<file path="src/rtl/rs_issue_scheduler_pkg.sv">
// Shared types for the reservation-station issue scheduler:
// dispatch packet, station entry and sizing constants.
package rs_issue_scheduler_pkg;

    localparam int CORE_NUM_PREGS  = 64;
    localparam int PREG_W          = $clog2(CORE_NUM_PREGS);
    localparam int CORE_RS_ENTRIES = 4;
    localparam int RS_AGE_W        = $clog2(CORE_RS_ENTRIES);

    typedef logic [PREG_W-1:0] preg_t;

    typedef struct packed {
        logic [31:0] pc;
        logic [7:0]  uop;
        preg_t       dst_preg;
        preg_t       src1_preg;
        preg_t       src2_preg;
    } disp_packet_t;

    typedef struct packed {
        logic                valid;
        disp_packet_t        pkt;
        logic                src1_rdy;
        logic                src2_rdy;
        logic [RS_AGE_W-1:0] age;
    } rs_entry_t;

    function automatic logic tag_hit(
        input logic  bcast_valid,
        input preg_t bcast_tag,
        input preg_t src_tag
    );
        return bcast_valid && (bcast_tag == src_tag);
    endfunction

endpackage

</file>
<file path="src/rtl/rs_issue_scheduler_age_select.sv">
// Oldest-first picker: grants the requester with the largest age.
// Shared by any age-ordered queue (RS, future LSQ).
module rs_age_select #(
    parameter int N  = 4,
    parameter int AW = 2
) (
    input  logic [N-1:0]         req,
    input  logic [N-1:0][AW-1:0] age,
    output logic [N-1:0]         grant,
    output logic                 grant_valid
);

    logic [AW-1:0] best_age;

    always_comb begin
        grant       = '0;
        grant_valid = 1'b0;
        best_age    = '0;
        for (int i = 0; i < N; i++) begin
            if (req[i] && (!grant_valid || age[i] > best_age)) begin
                grant       = '0;
                grant[i]    = 1'b1;
                grant_valid = 1'b1;
                best_age    = age[i];
            end
        end
    end

endmodule

</file>
<file path="src/rtl/rs_issue_scheduler.sv">
// Reservation station: buffers renamed ops, wakes sources on CDB
// broadcasts and issues the oldest ready op to one functional unit.
module rs_issue_scheduler
    import rs_issue_scheduler_pkg::*;
#(
    parameter int RS_ENTRIES = CORE_RS_ENTRIES,
    parameter int NUM_PREGS  = CORE_NUM_PREGS,
    localparam int PW        = $clog2(NUM_PREGS),
    localparam int OW        = $clog2(RS_ENTRIES) + 1
) (
    input  logic         clk,
    input  logic         rst,
    input  logic         flush,
    input  logic         disp_valid,
    output logic         disp_ready,
    input  disp_packet_t disp_pkt,
    input  logic         disp_src1_rdy,
    input  logic         disp_src2_rdy,
    input  logic         cdb_valid,
    input  logic [PW-1:0] cdb_preg,
    output logic         issue_valid,
    input  logic         issue_ready,
    output disp_packet_t issue_pkt,
    output logic [OW-1:0] occupancy
);

    localparam logic [RS_AGE_W-1:0] AGE_MAX = RS_AGE_W'(RS_ENTRIES - 1);
    localparam logic [RS_AGE_W-1:0] AGE_ONE = RS_AGE_W'(1);

    rs_entry_t [RS_ENTRIES-1:0] entries_q;
    rs_entry_t [RS_ENTRIES-1:0] entries_d;

    logic [RS_ENTRIES-1:0]               ready_vec;
    logic [RS_ENTRIES-1:0]               free_oh;
    logic [RS_ENTRIES-1:0]               grant;
    logic [RS_ENTRIES-1:0][RS_AGE_W-1:0] age_vec;
    logic                                grant_valid;
    logic                                full;
    logic                                disp_fire;
    logic                                issue_fire;
    logic [RS_AGE_W-1:0]                 win_age;
    logic [OW-1:0]                       occ;
    rs_entry_t                           new_entry;

    always_comb begin
        occ       = '0;
        free_oh   = '0;
        ready_vec = '0;
        age_vec   = '0;
        for (int i = 0; i < RS_ENTRIES; i++) begin
            ready_vec[i] = entries_q[i].valid && entries_q[i].src1_rdy
                           && entries_q[i].src2_rdy;
            age_vec[i]   = entries_q[i].age;
            occ          = occ + OW'(entries_q[i].valid);
            if (!entries_q[i].valid && (free_oh == '0)) begin
                free_oh[i] = 1'b1;
            end
        end
    end

    assign full       = (occ == OW'(RS_ENTRIES));
    assign disp_ready = !full;
    assign occupancy  = occ;
    assign disp_fire  = disp_valid && !full && !flush;

    rs_age_select #(
        .N  (RS_ENTRIES),
        .AW (RS_AGE_W)
    ) u_select (
        .req         (ready_vec),
        .age         (age_vec),
        .grant       (grant),
        .grant_valid (grant_valid)
    );

    assign issue_valid = grant_valid;
    assign issue_fire  = grant_valid && issue_ready;

    always_comb begin
        issue_pkt = '0;
        win_age   = '0;
        for (int i = 0; i < RS_ENTRIES; i++) begin
            if (grant[i]) begin
                issue_pkt = entries_q[i].pkt;
                win_age   = entries_q[i].age;
            end
        end
    end

    always_comb begin
        new_entry          = '0;
        new_entry.valid    = 1'b1;
        new_entry.pkt      = disp_pkt;
        new_entry.src1_rdy = disp_src1_rdy
                             || tag_hit(cdb_valid, cdb_preg, disp_pkt.src1_preg);
        new_entry.src2_rdy = disp_src2_rdy
                             || tag_hit(cdb_valid, cdb_preg, disp_pkt.src2_preg);
    end

    // Entries older than the issued one close the gap, so ages stay a
    // dense 0..occ-1 ranking and the dispatch increment never collides.
    always_comb begin
        entries_d = entries_q;
        for (int i = 0; i < RS_ENTRIES; i++) begin
            if (entries_q[i].valid) begin
                if (tag_hit(cdb_valid, cdb_preg, entries_q[i].pkt.src1_preg)) begin
                    entries_d[i].src1_rdy = 1'b1;
                end
                if (tag_hit(cdb_valid, cdb_preg, entries_q[i].pkt.src2_preg)) begin
                    entries_d[i].src2_rdy = 1'b1;
                end
                if (issue_fire && (entries_q[i].age > win_age)) begin
                    entries_d[i].age = entries_q[i].age - AGE_ONE;
                end
                if (disp_fire && (entries_d[i].age != AGE_MAX)) begin
                    entries_d[i].age = entries_d[i].age + AGE_ONE;
                end
            end
            if (issue_fire && grant[i]) begin
                entries_d[i] = '0;
            end
            if (disp_fire && free_oh[i]) begin
                entries_d[i] = new_entry;
            end
            if (flush) begin
                entries_d[i] = '0;
            end
        end
    end

    always_ff @(posedge clk) begin
        if (rst) begin
            entries_q <= '0;
        end else begin
            entries_q <= entries_d;
        end
    end

endmodule
</file>
<file path="config.mk">
export PLATFORM = sky130hd
export DESIGN_NAME = rs_issue_scheduler
export DESIGN_NICKNAME = d
export VERILOG_FILES = /design/src/rtl/rs_issue_scheduler_pkg.sv /design/src/rtl/rs_issue_scheduler_age_select.sv /design/src/rtl/rs_issue_scheduler.sv
export SDC_FILE = /design/constraint.sdc
export NUM_CORES = 1
export LEC_CHECK = 0
export CORE_UTILIZATION = 51
export DETAILED_ROUTE_END_ITERATION = 10
export PLACE_DENSITY = 0.76
export SLEW_MARGIN = 20
export SYNTH_ARGS = -nofsm -noshare
export SYNTH_HDL_FRONTEND = slang
export SYNTH_SLANG_ARGS = --single-unit
</file>
<file path="constraint.sdc">
create_clock -name clk -period 7.91 [get_ports clk]
set_input_delay 1.9775 -clock clk [delete_from_list [all_inputs] [get_ports clk]]
set_output_delay 1.9775 -clock clk [all_outputs]
set_load 0.01 [all_outputs]
</file>
==> results.json, run 1 <==
{
  "power_density_mw_per_mm2": 189,
  "path_cells": "buf_4 > nand3_1 > nor2_1 > ha_1 > nand2_1 > o21ai_4 > a21oi_4 > nor2_1 > a21oi_1 > ha_1 > nor2b_1 > o211ai_1 > o2111ai_1 > and3_1 > ha_1 > nor2b_1 > a2bb2oi_2 > o21ai_4 > buf_12 > o21ai_0 > o21ai_0 > clkdlybuf4s50_1",
  "cp-endpoint": "issue_pkt[36]",
  "io_pins": 135,
  "timing.setup.tns_ns": 0,
  "synthCells": 1300,
  "ys_warn_count": 0,
  "n_antenna_cell": 0,
  "ff2ff_path_depth": 29,
  "dieArea_sq_mm": 0.0239,
  "core_area_sq_mm": 0.0227,
  "die_h_um": 154,
  "crit_slowest_cell": "clkdlybuf4s50_1",
  "drive_above_1_share_pct": 7.01,
  "fill_cells": 1840,
  "fp-row-count": 55,
  "drt_iter0_markers": 1329,
  "areaGrowthSynthToFinish_pct": 20.1,
  "pwr-share-comb_pct": 5.0,
  "nets": 1458,
  "synth_area_per_cell_sq_um": 9.12,
  "gr-total-overflow": 0,
  "worst-path-stages": 22,
  "cp-end-kind": "primary output",
  "setup.worst_path.start": "entries_q[62]",
  "cts_made_buffers": 27,
  "htree_levels": 1,
  "cap_violations": 0,
  "power_frac_clock_pct": 47.3,
  "wirelength_um": 38200,
  "ir_drop_mv": 0.115,
  "r2r_slack_ns": 1.06,
  "dp_hpwl_um": 21900,
  "critPathBufInv": 3,
  "startpoint_type": "flop",
  "max_freq_ghz": 0.131,
  "grt_pass1_wl_um": 59800,
  "die_x_um": 154,
  "io_buffers": 134,
  "yosysTopAreaCell": "dfxtp_1",
  "wire_per_inst_um": 22.9,
  "synth_area_sq_mm": 0.0119,
  "finalCritPeriodShare_pct": 96.5,
  "antenna_found_initial": 0,
  "yosysSeqAreaShare_pct": 42.6,
  "grt_pass1_vias": 10762,
  "worst_r2r_endpoint": "age_vec[0]",
  "arrival_ns": 5.65,
  "grt_max_degree": 65,
  "async_flop_share_pct": 0,
  "fin_cells": 1669,
  "grt_usage_pct": 31.2,
  "placed_area_sq_mm": 0.0133,
  "outcome": "complete, no violations",
  "cp_slowest_stage_delay_ns": 0.61,
  "cts_max_path_buffers": 3,
  "worstPathRequired_ns": 5.93,
  "placed_cells": 1614,
  "hp-class": "reg2reg",
  "period_needed_ns": 7.63,
  "clock_sinks": 252,
  "finClkSkew_ns": 0.0132,
  "crit_top_cell": "ha_1",
  "routed_via_density": 6.69,
  "ctsRootBufferMaster": "clkbuf_16",
  "netlist_top_cells_area": "dfxtp_1 (43%), a22o_1 (13%), o21ai_0 (5.1%)",
  "initial_utilization_pct": 52.2,
  "syn_nets": 1395,
  "finalHoldWorstSlack_ns": 0.463,
  "p_int_mw": 2.07,
  "final-setup-viol-count": 0,
  "clk_latency_ns": 0.56,
  "cp_max_fo": 27,
  "swShare_pct": 23.1,
  "seqPwrFrac_pct": 47.7,
  "drtPass1Iterations": 5,
  "yosysUniqueCellTypes": 61,
  "ant_nets": 0,
  "synth_common_cells": "dfxtp_1 (252), a22o_1 (174), nand2_1 (130)",
  "final_area_sq_mm": 0.0142,
  "vias": 11165,
  "power.switching_mw": 0.621,
  "worstMarginPinSlew_ns": 1.10,
  "critical_path.top_delay_family": "compound AO/OA/AOI/OAI gates",
  "cts.clk_slew.worst_paths_ns": 0.06,
  "synth-main-ff-cell": "dfxtp_1",
  "synth-seq-cells": 252,
  "route.detailed.drc": 0,
  "synth_most_common_cell": "dfxtp_1",
  "min-delay-start": "entries_q[222]",
  "slew_headroom_pct": 26.3,
  "gp_congestion": 0.941,
  "crit_type": "reg2out",
  "r2r-start": "entries_q[62]",
  "p_leak_nw": 5.58,
  "final_hold_viol_count": 0,
  "synth_edf_count": 0,
  "yosys.area.top_type_share_pct": 42.6,
  "slew_viol_final": 0,
  "cts_tree": "done"
}
-- tightest hold or removal path, stage by stage (launching register included) --
cell,delay [ns]
dfxtp_1,0.31
nand3_1,0.06
a21oi_1,0.05
-- power by group through the flow --
stage                     logic, mW  clock network, mW  registers [mW]
after floorplan              0.0592                  0            1.31
after global placement        0.131                  0            1.31
after detailed placement      0.131                  0            1.31
after CTS                     0.132               1.28            1.28
after global routing          0.142               1.33            1.28
final                         0.136               1.27            1.28
-- metrics by stage --
stage	worst slack, ns	total power, mW	util, %
finish	0.278	2.69	62.7
floorplan	0.274	1.37	-
global placement	0.846	1.44	58.5
detailed placement	0.659	1.44	58.5
global route	-0.0232	2.75	62.7
CTS	0.0627	2.69	62.4
-- cells in the final DEF, fill, tap and decap left out, types with 6 or more instances in the layout --
master / count
nand2_1: 130
nor4_1: 10
clkinv_2: 9
nor3_1: 12
clkdlybuf4s50_1: 134
clkbuf_16: 28
a211oi_1: 60
a21oi_1: 72
buf_4: 24
o21ai_0: 119
clkbuf_1: 7
o211ai_1: 7
xor2_1: 38
o211a_1: 59
ha_1: 22
and3_1: 6
nand3_1: 66
inv_1: 9
xnor2_1: 29
a22o_1: 174
nor2_1: 11
nor2b_1: 9
dfxtp_1: 252
a41oi_1: 6
-- how the worst min path moves through the flow --
| stage | end | slack [ns] | depth (start not counted) |
|---|---|---|---|
| 5_1_grt | entries_q[222] | 0.48 | 2 |
| 6_report | entries_q[222] | 0.46 | 2 |
| 3_5_place_dp | entries_q[173] | 0.45 | 1 |
| 3_3_place_gp | entries_q[223] | 0.45 | 2 |
| 2_1_floorplan | entries_q[142] | 0.44 | 1 |
| 4_1_cts | entries_q[212] | 0.46 | 2 |
-- registers in the layout (all words and copies together) (netlist names) --
signal and count:
age_vec 8, entries_q 244
-- routing by layer --
layer | up-vias | track usage, % | wire (um) | part of all wire, %
met5 | - | 0 | 0 | 0
met4 | 0 | 12.0 | 1180 | 3.1
met3 | 101 | 5.35 | 3580 | 9.4
met2 | 639 | 49.1 | 17100 | 45
met1 | 5417 | 42.6 | 16300 | 43
li1 | 5008 | - | - | -
-- area by class of cell --
class	count	area (sq um)	share of cell area (%)
well taps	285	357	2.50
inverters	9	33.8	0.237
repair buffers	161	1590	11.1
clock buffers	38	757	5.32
clock inverters	12	125	0.879
multi-input cells	912	6330	44.5
flip-flops and latches	252	5040	35.4
-- cell families (layout without fill, tap and decap cells) --
family / count (synthesis) / count (layout) / share of synthesized area, %
buf+inv: 136 / 220 / 4.78
fa+ha+maj: 23 / 23 / 2.49
xor+xnor: 67 / 67 / 4.95
flops: 252 / 252 / 42.6
mux: 3 / 3 / 0.264
compound gates: 544 / 544 / 33.9
simple gates: 275 / 275 / 11.0
-- repair_timing --
action,in CTS,in global routing
hold buffers,0,0
hold endpoints to repair,0,0
setup buffers,0,4
gates resized for setup,0,5
setup endpoints to repair,0,57
Note: power is estimated with default switching activity, not from simulation.
==> run 2: changes to the inputs <==
- CORE_ASPECT_RATIO: unset -> 0.8
- HOLD_SLACK_MARGIN: unset -> 0.02
==> run 2 against run 1 <==
Against the previous run:
- sequential power about the same
- utilization down 0.28 points
- cell area down 0.82%
- critical endpoint is now issue_pkt[28]
- highest routed layer unchanged
==> results.json, run 2 (synthesis results as in run 1) <==
{
  "outcome": "complete, no violations",
  "grt_max_degree": 69,
  "finClkSkew_ns": 0.00927,
  "cp-end-kind": "primary output",
  "seqPwrFrac_pct": 50.3,
  "slew_headroom_pct": 33.6,
  "pwr-share-comb_pct": 5.4,
  "placed_cells": 1639,
  "die_h_um": 138,
  "fin_ws_ns": 0.250,
  "cts_made_buffers": 25,
  "ant_nets": 0,
  "gp_congestion": 0.970,
  "final_area_sq_mm": 0.0141,
  "rsz0062_at_grt": "no",
  "wirelength_um": 38400,
  "route.detailed.drc": 0,
  "hold_path_end": "entries_q[235]",
  "finalCritPeriodShare_pct": 96.8,
  "cts_max_path_buffers": 3,
  "routed_via_density": 6.61,
  "drt_iter0_markers": 1278,
  "period_needed_ns": 7.66,
  "cts_tree": "done",
  "nets": 1457,
  "cts.clk_slew.worst_paths_ns": 0.07,
  "power_density_mw_per_mm2": 181,
  "hold_depth": 2,
  "worstMarginPinSlew_ns": 0.992,
  "core_area_sq_mm": 0.0226,
  "wire_per_inst_um": 22.8,
  "layout_commonest_cell": "dfxtp_1",
  "drtPass1Iterations": 6,
  "finalHoldWorstSlack_ns": 0.462,
  "ir_drop_mv": 0.124,
  "crit_type": "reg2out",
  "io_pins": 135,
  "htree_levels": 1,
  "areaGrowthSynthToFinish_pct": 19.2,
  "final_hold_viol_count": 0,
  "fill_cells": 1917,
  "vias": 11111,
  "layout_common_cells": "dfxtp_1 (252), a22o_1 (174), clkdlybuf4s50_1 (134)",
  "cap_violations": 0,
  "dieArea_sq_mm": 0.0239,
  "grt_pass1_wl_um": 60000,
  "clock_sinks": 252,
  "p_leak_nw": 5.49,
  "die_x_um": 172,
  "min-delay-start": "entries_q[235]",
  "arrival_ns": 5.68,
  "placed_area_sq_mm": 0.0133,
  "largest_register": "entries_q",
  "worst_r2r_endpoint": "age_vec[6]",
  "hp-class": "reg2reg",
  "pre_cts_ws_ns": 0.573,
  "r2r-start": "entries_q[62]",
  "r2r_slack_ns": 1.08,
  "power_frac_clock_pct": 44.3,
  "gr-total-overflow": 0,
  "largest_register_ffs": 244,
  "ctsRootBufferMaster": "clkbuf_16",
  "initial_utilization_pct": 52.4,
  "slew_viol_final": 0,
  "fin_cells": 1682,
  "grt_pass1_vias": 10651,
  "worstPathRequired_ns": 5.93,
  "cp_max_fo": 16,
  "startpoint_type": "flop",
  "io_buffers": 134,
  "dp_hpwl_um": 22000,
  "power.switching_mw": 0.589,
  "final_util_pct": 62.4,
  "grt_usage_pct": 31.8,
  "ff2ff_path_depth": 31,
  "drive_above_1_share_pct": 6.40,
  "clk_latency_ns": 0.54,
  "final-setup-viol-count": 0,
  "max_freq_ghz": 0.131,
  "p_int_mw": 1.96,
  "antenna_found_initial": 1,
  "fp-row-count": 49,
  "power_mw": 2.55,
  "timing.setup.tns_ns": 0,
  "swShare_pct": 23.1
}
-- run 2: cell count changes in the layout (fill, tap and decap cells not counted), moves of 2 or more --
cell / previous run / this run
o21ai_1: 2 / 0
bufinv_16: 2 / 0
clkbuf_16: 28 / 25
buf_4: 24 / 26
clkinv_2: 9 / 1
o21ai_0: 119 / 121
-- run 2: area by class of cell --
type	instances	area (sq um)	share of cell area, %
Antenna cell	1	2.50	0.0177
Clock buffer	37	721	5.10
Clock inverter	3	32.5	0.230
Inverter	9	33.8	0.239
Multi-Input combinational cell	912	6340	44.9
Sequential cell	252	5040	35.7
Tap cell	306	383	2.71
Timing Repair Buffer	162	1570	11.1
-- run 2: power groups by stage --
stage	logic [mW]	clock network (mW)	registers [mW]
final	0.137	1.13	1.28
after CTS	0.133	1.13	1.28
after floorplan	0.0592	0	1.31
after global placement	0.132	0	1.31
after global routing	0.143	1.19	1.28
after detailed placement	0.132	0	1.31
-- run 2: critical path, cell delays in order, from the launching register on --
cell and delay, ns:
dfxtp_1 0.39, and3_2 0.22, nand2_1 0.07, ha_1 0.30
nor2b_1 0.27, o21ai_4 0.11, a21oi_4 0.20, nor2_1 0.06
a21oi_1 0.13, ha_1 0.25, nor2b_1 0.17, o21ai_2 0.22
a21o_2 0.20, nand3_1 0.10, and3_1 0.19, ha_1 0.31
nor2b_1 0.15, a2bb2oi_2 0.18, o21ai_4 0.22, buf_4 0.18
buf_4 0.21, o21ai_0 0.10, o21ai_0 0.32, clkdlybuf4s50_1 0.61
-- run 2: repair_timing --
| action | in CTS | in global routing |
|---|---|---|
| hold buffers | 0 | 0 |
| setup buffers | 0 | 2 |
| endpoints found under the setup margin | 0 | 58 |
| gates resized for setup | 0 | 4 |
-- run 2: worst max-delay path by stage --
stage | endpoint | from | slack (ns) | depth (start not counted)
floorplan | age_vec[6] | entries_q[62] | 0.27 | 34
global placement | issue_pkt[0] | entries_q[62] | 0.74 | 22
detailed placement | issue_pkt[2] | entries_q[62] | 0.57 | 22
CTS | issue_pkt[2] | entries_q[62] | 0.01 | 22
global route | issue_pkt[28] | entries_q[62] | 0.02 | 22
finish | issue_pkt[28] | entries_q[62] | 0.25 | 23
-- run 2: layer usage --
| layer | part of all wire (%) | up-vias | global-route usage [%] |
|---|---|---|---|
| li1 | - | 4995 | - |
| met1 | 43 | 5344 | 46.1 |
| met2 | 43 | 678 | 46.9 |
| met3 | 11 | 94 | 6.96 |
| met4 | 2.7 | 0 | 9.78 |
| met5 | 0 | - | 0 |
==> run 3: changes to the inputs <==
- CELL_PAD_IN_SITES_DETAIL_PLACEMENT: unset -> 1
- CELL_PAD_IN_SITES_GLOBAL_PLACEMENT: unset -> 1
- CORE_UTILIZATION: 51 -> 43
- PLACE_DENSITY: 0.76 -> unset
- PLACE_DENSITY_LB_ADDON: unset -> 0.1
- clock period: 7.91 -> 7.41 ns (I/O delays scaled with it)
==> run 3 against run 2 <==
Against the previous run:
- cell area increased by 2.9%
- worst hold slack better by 0.0021 ns
- register-to-register slack worse by 0.42 ns
- critical path depth decreased by 1
- die area up 18%
- routed wire length rose by 13%
- setup slack got worse by 0.045 ns
- highest routed layer unchanged
- sequential power increased by 7%
==> results.json, run 3 (synthesis results as in run 1) <==
{
  "power_mw": 2.94,
  "worstMarginPinSlew_ns": 1.03,
  "route.detailed.drc": 0,
  "core_area_sq_mm": 0.0267,
  "fp-row-count": 53,
  "cts_max_path_buffers": 3,
  "htree_levels": 1,
  "fin_ws_ns": 0.205,
  "timing.setup.tns_ns": 0,
  "path_cells": "buf_6 > nand3_1 > nor2_1 > ha_1 > nand2_1 > o21ai_4 > a21oi_4 > nor2_1 > a21oi_1 > ha_1 > nor2b_1 > o211ai_1 > o2111ai_1 > and3_1 > ha_1 > nor2b_1 > a2bb2oi_2 > o21a_4 > buf_12 > nand2_1 > o21ai_1 > clkdlybuf4s50_1",
  "crit_slowest_cell": "clkdlybuf4s50_1",
  "multi_input_comb_area_sq_mm": 0.00634,
  "final_hold_viol_count": 0,
  "period_needed_ns": 7.20,
  "p_leak_nw": 5.79,
  "areaGrowthSynthToFinish_pct": 22.6,
  "nets": 1466,
  "finClkSkew_ns": 0.00836,
  "hold_depth": 2,
  "n_antenna_cell": 0,
  "cap_violations": 0,
  "p_int_mw": 2.26,
  "critPathBufInv": 3,
  "cp-end-kind": "primary output",
  "cts_tree": "done",
  "hold_path_end": "entries_q[224]",
  "power_density_mw_per_mm2": 202,
  "initial_utilization_pct": 44.5,
  "ir_drop_mv": 0.182,
  "cts_made_buffers": 27,
  "drt_iter0_markers": 866,
  "layout_common_cells": "dfxtp_1 (252), a22o_1 (174), nand2_1 (130)",
  "slew_headroom_pct": 31.2,
  "io_pins": 135,
  "ctsHoldBuffers": 0,
  "max_freq_ghz": 0.139,
  "ant_nets": 0,
  "largest_register": "entries_q",
  "ctsRootBufferMaster": "clkbuf_16",
  "arrival_ns": 5.35,
  "min-delay-start": "entries_q[224]",
  "crit_type": "reg2out",
  "fill_cells": 3034,
  "routed_via_density": 6.35,
  "grt_pass1_vias": 11424,
  "clk_latency_ns": 0.55,
  "r2r-start": "entries_q[62]",
  "regArea_sq_mm": 0.00504,
  "clock_sinks": 252,
  "crit_top_cell": "ha_1",
  "grt_usage_pct": 29.6,
  "final-setup-viol-count": 0,
  "outcome": "complete, no violations",
  "ff2ff_path_depth": 31,
  "io_buffers": 134,
  "wirelength_um": 43600,
  "drtPass1Iterations": 5,
  "finalCritPeriodShare_pct": 97.2,
  "grt_pass1_wl_um": 66100,
  "dp_hpwl_um": 24500,
  "pre_cts_ws_ns": 0.304,
  "wire_per_inst_um": 24.9,
  "cts.clk_slew.worst_paths_ns": 0.06,
  "swShare_pct": 23.0,
  "layout_commonest_cell": "dfxtp_1",
  "rsz0062_at_grt": "yes",
  "seqPwrFrac_pct": 46.6,
  "pwr-share-comb_pct": 5.1,
  "cp_max_fo": 15,
  "drive_above_1_share_pct": 7.76,
  "vias": 11108,
  "die_x_um": 188,
  "slew_viol_final": 0,
  "r2r_slack_ns": 0.66,
  "grt_max_degree": 65,
  "hp-class": "reg2reg",
  "die_h_um": 150,
  "finalHoldWorstSlack_ns": 0.464,
  "startpoint_type": "flop",
  "power_frac_clock_pct": 48.3,
  "worst_r2r_endpoint": "age_vec[6]",
  "final_area_sq_mm": 0.0145,
  "worstPathRequired_ns": 5.56,
  "antenna_found_initial": 0,
  "gp_congestion": 0.881,
  "power.switching_mw": 0.675,
  "largest_register_ffs": 244,
  "gr-total-overflow": 0,
  "cp_slowest_stage_delay_ns": 0.59,
  "placed_area_sq_mm": 0.0134,
  "critical_path.top_delay_family": "compound AO/OA/AOI/OAI gates",
  "dieArea_sq_mm": 0.0282
}
## run 3: changes by cell type in the layout (fill, tap and decap cells not counted), moves of 3 or more
cell,change
clkinv_2,+3
clkbuf_8,+5
o21ai_1,+30
o21ai_0,-30
dlymetal6s2s_1,+6
clkbuf_1,-3
clkdlybuf4s50_1,-6
clkbuf_16,+5
## run 3: power groups by stage
stage          logic [mW]  clock network, mW  registers, mW
2_1_floorplan      0.0632                  0           1.40
3_3_place_gp        0.145                  0           1.40
3_5_place_dp        0.147                  0           1.40
4_1_cts             0.147               1.44           1.37
5_1_grt             0.157               1.49           1.37
6_report            0.150               1.42           1.37
## run 3: worst min-delay path, cell delays in order (launching register included)
cell and delay (ns):
dfxtp_1 0.31, nand3_1 0.06, a21oi_1 0.05
## run 3: metal layers
metal	vias up	routed length, um	track usage, %
met1	5606	20500	41.5
met4	0	921	7.32
li1	5017	-	-
met5	-	0	0
met3	67	3000	4.41
met2	418	19200	47.8
## run 3: timing repair
action	CTS	global route
resized for setup	6	40
setup buffers	1	3
endpoints found under the setup margin	58	58
endpoints found under the hold margin	0	0
gates cloned	0	4
pin swaps	1	2
## run 3: worst max-delay path by stage
stage	from	to	depth (start not counted)
after floorplan	entries_q[62]	age_vec[6]	35
after global placement	entries_q[2]	issue_pkt[5]	22
after detailed placement	entries_q[2]	issue_pkt[5]	22
after CTS	entries_q[2]	issue_pkt[38]	22
after global routing	entries_q[62]	issue_pkt[38]	22
final	entries_q[62]	issue_pkt[1]	22
## run 3: final cells by class
type	count	share of cell area (%)
clock inverter	8	0.749
clock buffer	41	5.70
timing repair buffer	169	11.9
inverter	9	0.233
tap	357	3.08
sequential	252	34.7
multi-input combinational	912	43.6
## run 3: metrics by stage
| step | util, % | instances |
|---|---|---|
| global placement | 50.2 | 1690 |
| floorplan | - | 1300 |
| global route | 54.5 | 1748 |
| finish | 54.5 | 1748 |
| CTS | 53.8 | 1740 |
| detailed placement | 50.2 | 1690 |
